==> src/rtl/seg7_scan_decoder.sv <==
// seg7_scan_decoder
// Samples a time-multiplexed 4-digit 7-segment bus and rebuilds the displayed
// 16-bit hex value. Each (an, seg) pair must hold for STABLE_CYC sampled
// cycles before it is captured into its digit slot. A frame is published once
// all four digits have been captured since the previous frame.
//
// Ports:
//   clk         system clock, all logic on posedge
//   rst         synchronous active-high reset
//   seg[7:0]    segment lines, seg[0]=a .. seg[6]=g, seg[7]=dp (active-high)
//   an[3:0]     one-hot digit select, an[i] selects digit i
//   value[15:0] last complete frame, digit i in value[4i+3:4i]
//   dp[3:0]     decimal points of last frame
//   err_mask    digit i of last frame held an undecodable pattern
//   frame_valid one-cycle pulse when value/dp/err_mask update
module seg7_scan_decoder #(
    parameter int unsigned STABLE_CYC = 4
) (
    input  logic        clk,
    input  logic        rst,
    input  logic [7:0]  seg,
    input  logic [3:0]  an,
    output logic [15:0] value,
    output logic [3:0]  dp,
    output logic [3:0]  err_mask,
    output logic        frame_valid
);

    localparam logic [7:0] RunMax = 8'(STABLE_CYC);
    localparam logic [7:0] RunCap = 8'(STABLE_CYC - 1);

    // Returns {bad, nibble}; bad patterns decode to nibble 0.
    function automatic logic [4:0] decode_seg(input logic [6:0] pat);
        logic [4:0] res;
        case (pat)
            7'h3F:   res = 5'h00;
            7'h06:   res = 5'h01;
            7'h5B:   res = 5'h02;
            7'h4F:   res = 5'h03;
            7'h66:   res = 5'h04;
            7'h6D:   res = 5'h05;
            7'h7D:   res = 5'h06;
            7'h07:   res = 5'h07;
            7'h7F:   res = 5'h08;
            7'h6F:   res = 5'h09;
            7'h77:   res = 5'h0A;
            7'h7C:   res = 5'h0B;
            7'h39:   res = 5'h0C;
            7'h5E:   res = 5'h0D;
            7'h79:   res = 5'h0E;
            7'h71:   res = 5'h0F;
            default: res = 5'h10;
        endcase
        return res;
    endfunction

    logic [7:0]       s_seg_q;
    logic [3:0]       s_an_q;
    logic [7:0]       run_q, run_d;
    logic [3:0]       mask_q, mask_d;
    logic [3:0][3:0]  slot_nib_q;
    logic [3:0]       slot_dp_q;
    logic [3:0]       slot_bad_q;
    logic [15:0]      value_q;
    logic [3:0]       dp_q;
    logic [3:0]       err_q;
    logic             frame_valid_q;

    logic             an_onehot;
    logic             same_pair;
    logic             capture;
    logic             frame_done;
    logic [4:0]       dec;

    // The run counter describes the pair held in s_seg_q/s_an_q, so it is
    // updated on the same edge that samples a new pair: comparing the incoming
    // bus against the registered copy is comparing consecutive samples.
    always_comb begin
        an_onehot  = (an != 4'b0000) && ((an & (an - 4'd1)) == 4'b0000);
        same_pair  = (seg == s_seg_q) && (an == s_an_q);
        // Counter moving from STABLE_CYC-1 to STABLE_CYC; saturation makes
        // this happen once per run.
        capture    = an_onehot && same_pair && (run_q == RunCap);
        frame_done = (mask_q == 4'b1111);
        dec        = decode_seg(s_seg_q[6:0]);

        run_d = 8'd0;
        if (an_onehot) begin
            if (!same_pair) begin
                run_d = 8'd1;
            end else if (run_q == RunMax) begin
                run_d = RunMax;
            end else begin
                run_d = run_q + 8'd1;
            end
        end

        // A capture on the frame-publish edge belongs to the next frame.
        mask_d = (frame_done ? 4'b0000 : mask_q) | (capture ? s_an_q : 4'b0000);
    end

    always_ff @(posedge clk) begin
        if (rst) begin
            s_seg_q       <= 8'd0;
            s_an_q        <= 4'd0;
            run_q         <= 8'd0;
            mask_q        <= 4'd0;
            slot_nib_q    <= '0;
            slot_dp_q     <= 4'd0;
            slot_bad_q    <= 4'd0;
            value_q       <= 16'd0;
            dp_q          <= 4'd0;
            err_q         <= 4'd0;
            frame_valid_q <= 1'b0;
        end else begin
            s_seg_q       <= seg;
            s_an_q        <= an;
            run_q         <= run_d;
            mask_q        <= mask_d;
            frame_valid_q <= frame_done;
            if (frame_done) begin
                value_q <= slot_nib_q;
                dp_q    <= slot_dp_q;
                err_q   <= slot_bad_q;
            end
            // s_an_q is one-hot whenever capture is set.
            for (int i = 0; i < 4; i++) begin
                if (capture && s_an_q[i]) begin
                    slot_nib_q[i] <= dec[3:0];
                    slot_dp_q[i]  <= s_seg_q[7];
                    slot_bad_q[i] <= dec[4];
                end
            end
        end
    end

    assign value       = value_q;
    assign dp          = dp_q;
    assign err_mask    = err_q;
    assign frame_valid = frame_valid_q;

endmodule

==> config.mk <==
export PLATFORM = sky130hd
export DESIGN_NAME = seg7_scan_decoder
export DESIGN_NICKNAME = d
export VERILOG_FILES = /design/src/rtl/seg7_scan_decoder.sv
export SDC_FILE = /design/constraint.sdc
export NUM_CORES = 1
export LEC_CHECK = 0
export CORE_MARGIN = 2
export CORE_UTILIZATION = 49
export DETAILED_ROUTE_END_ITERATION = 7
export PLACE_DENSITY = 0.8
export REMOVE_ABC_BUFFERS = 1
export SYNTH_ARGS = -nofsm -noshare
export SYNTH_HDL_FRONTEND = slang
export SYNTH_SLANG_ARGS = --single-unit
==> constraint.sdc <==
create_clock -name clk -period 1.7 [get_ports clk]
set_clock_uncertainty 0.05 [all_clocks]
set_input_delay 0.255 -clock clk [delete_from_list [all_inputs] [get_ports clk]]
set_output_delay 0.255 -clock clk [all_outputs]
set_load 0.005 [all_outputs]
==> results_dict.tcl <==
set metrics [dict create \
    outcome "finished with violations" \
    violations "setup timing" \
    routabilityCongestion 0.792 \
    finalNetCount 429 \
    via_per_inst 5.39 \
    crit_chain "or4b_2 > a21oi_2 > a21oi_1 > nor4b_2 > buf_4 > mux2i_2 > nor2_1" \
    dpl.hpwl_mm 4.57 \
    clkSlewWorstSetupHoldPaths_ns 0.07 \
    wl_per_cell_um 14.2 \
    grt_max_degree 38 \
    final_cell_mix "dfxtp_1, nand2_1, nor2_1" \
    required_ns 1.88 \
    syn_inst 350 \
    finalPower_mw 3.57 \
    final_cell_area_um2 4130 \
    cts_tree "built" \
    numCtsBuffers 9 \
    leakage_nw 1.53 \
    clock_latency_ns 0.35 \
    io_buffers 38 \
    worstMarginPinSlew_ns 0.479 \
    seqPwrFrac 0.489 \
    ys_ff_latch 73 \
    holdWs_ns 0.168 \
    fin_cells 493 \
    period_share 1.16 \
    rsz0062_at_grt "yes" \
    slew_headroom 0.679 \
    clkPwrFrac 0.442 \
    ys_warn_count 0 \
    drtIter0Drc 257 \
    powerDensity_nw_per_um2 864 \
    initial_utilization 0.514 \
    crit_buf_inv 1 \
    maxSlewViolCount 0 \
    antenna_found_initial 0 \
    cp_max_fo 4 \
    grtUsageTotal 0.201 \
    layout-drive-gt1-share 0.220 \
    vdd_ir_drop_max_v 0.000652 \
    crit_path_end_kind "flop" \
    placed_cell_area_um2 3690 \
    dieArea_um2 6980 \
    syn_to_final_growth_pct 33.3 \
    slowest_delay_ns 0.70 \
    overflow 0 \
    switching_power_mw 0.776 \
    setup_viol 28 \
    htreeDepth 3 \
    ios 39 \
    via_count 2657 \
    clkSinkCount 73 \
    drt_wl_total_mm 6.98 \
    intPower_mw 2.79 \
    worstPathArrival_ns 2.16 \
    clockRootBuffer "clkbuf_8" \
    hold_path.class "input port to flop" \
    final_common_cell "dfxtp_1" \
    syn_avg_cell_area_um2 8.85 \
    grt_pass1_vias 2519 \
    critPathSlowestCell "or4b_2" \
    antenna_cells 0 \
    fmax_mhz 506 \
    critPathKind "flop to flop" \
    die_w_um 83.5 \
    path_delay_family "simple AND/OR/NAND/NOR gates" \
    drc 0 \
    clock_path_buffers 2 \
    grt_pass1_wl_mm 11.5 \
    startpoint_type "flop" \
    detail-route-antenna-nets 0 \
    firstDrtPassIters 4 \
    die_y_um 83.5 \
    swShare 0.217 \
    setup_ws_ns -0.278 \
    core_area_um2 6030 \
    row_count 28 \
    maxCapViolations 0 \
    yosysSeqAreaShare 0.472 \
    synth_cell_type_count 42 \
    place_inst 473 \
    netlist_area_um2 3100 \
    hold_viol_final 0 \
    fin_crit_ns 1.98 \
    comb_power_share 0.069 \
]
[power by group through the flow]
stage,Combinational [mW],Clock (mW),Sequential [mW]
floorplan,0.0808,0,1.79
global placement,0.215,0,1.78
detailed placement,0.221,0,1.78
CTS,0.228,1.59,1.74
global route,0.270,1.68,1.75
finish,0.247,1.58,1.75
[routing by layer]
metal  share of wire  up-vias  track usage
met4           0.022        0       0.0762
met1            0.43     1257        0.242
met5               0        -            0
met2            0.50       66        0.339
met3           0.042       16       0.0613
li1                -     1318            -
[cell families (layout without fill, tap and decap cells)]
kind of cell / after synthesis / after routing / share of synthesized area
and+or+nand+nor: 156 / 156 / 0.249
DFF: 73 / 73 / 0.472
AOI/OAI and AO/OA: 45 / 45 / 0.0828
buffers and inverters: 28 / 96 / 0.0488
muxes: 25 / 25 / 0.0807
xor gates and xnor gates: 21 / 21 / 0.0593
adders and majority gates: 2 / 2 / 0.00807
[cell usage after synthesis]
library cell,number,area [um^2]
dfxtp_1,73,1460
nand2_1,53,199
nor2_1,40,150
a21oi_1,34,170
mux2i_1,25,250
clkbuf_1,14,52.6
xnor2_1,14,123
nor2b_1,12,75.1
nand3_1,11,55.1
nand4_1,9,56.3
xor2_1,7,61.3
buf_6,5,56.3
nor3_1,5,25.0
and3_2,4,30.0
buf_2,3,15.0
inv_1,3,11.3
nor4b_1,3,26.3
or4_1,3,22.5
a211oi_1,2,15.0
a31oi_1,2,12.5
and3_1,2,12.5
ha_1,2,25.0
nand3b_1,2,15.0
nor3b_1,2,15.0
o211ai_1,2,15.0
or3_1,2,12.5
a21boi_0,1,7.51
and3b_1,1,8.76
and4_1,1,8.76
buf_1,1,3.75
buf_4,1,7.51
clkbuf_2,1,5.00
nand2b_1,1,6.26
nand4b_1,1,8.76
nor4_1,1,6.26
nor4_2,1,12.5
nor4b_2,1,15.0
o211a_1,1,10.0
o21ai_0,1,5.00
o221ai_2,1,15.0
o22ai_1,1,6.26
or4b_2,1,10.0
[final timing paths]
check | start | end | slack [ns] | depth (start not counted)
max | s_seg_q[3] | slot_bad_q[2] | -0.28 | 7
min | seg[6] | s_seg_q[6] | 0.17 | 2
max reg2reg | s_seg_q[3] | slot_bad_q[2] | -0.28 | 7
min reg2reg | dp[2] | dp[2] | 0.40 | 2
[per-stage QoR]
stage,utilization,TNS (ns),setup WS [ns]
final,0.686,-5.05,-0.278
after global routing,0.686,-7.72,-0.338
after CTS,0.663,-5.16,-0.266
after detailed placement,0.613,-22.86,-0.812
after global placement,0.613,-19.11,-0.668
after floorplan,-,-3.87,-0.158
[state kept, by name (all words and copies together) (netlist names)]
register and cells:
slot_nib_q 16, value 16, run_q 8, s_seg_q 8, dp 4, err_mask 4, mask_q 4, s_an_q 4
slot_bad_q 4, slot_dp_q 4, frame_valid 1
[final cells by class]
class,count,area (um^2)
fill,444,1890
clock buffer,12,165
sequential,73,1470
timing repair buffer,77,692
inverter,3,11.3
clock inverter,4,73.8
multi-input combinational,249,1630
tap,75,93.8
[what timing repair did]
item	in CTS	in global routing
pin swaps	11	19
buffers inserted	0	4
gates cloned	0	0
resized for setup	22	26
endpoints found under the setup margin	28	34
hold buffers	0	0
Note: power is estimated with default switching activity, not from simulation.
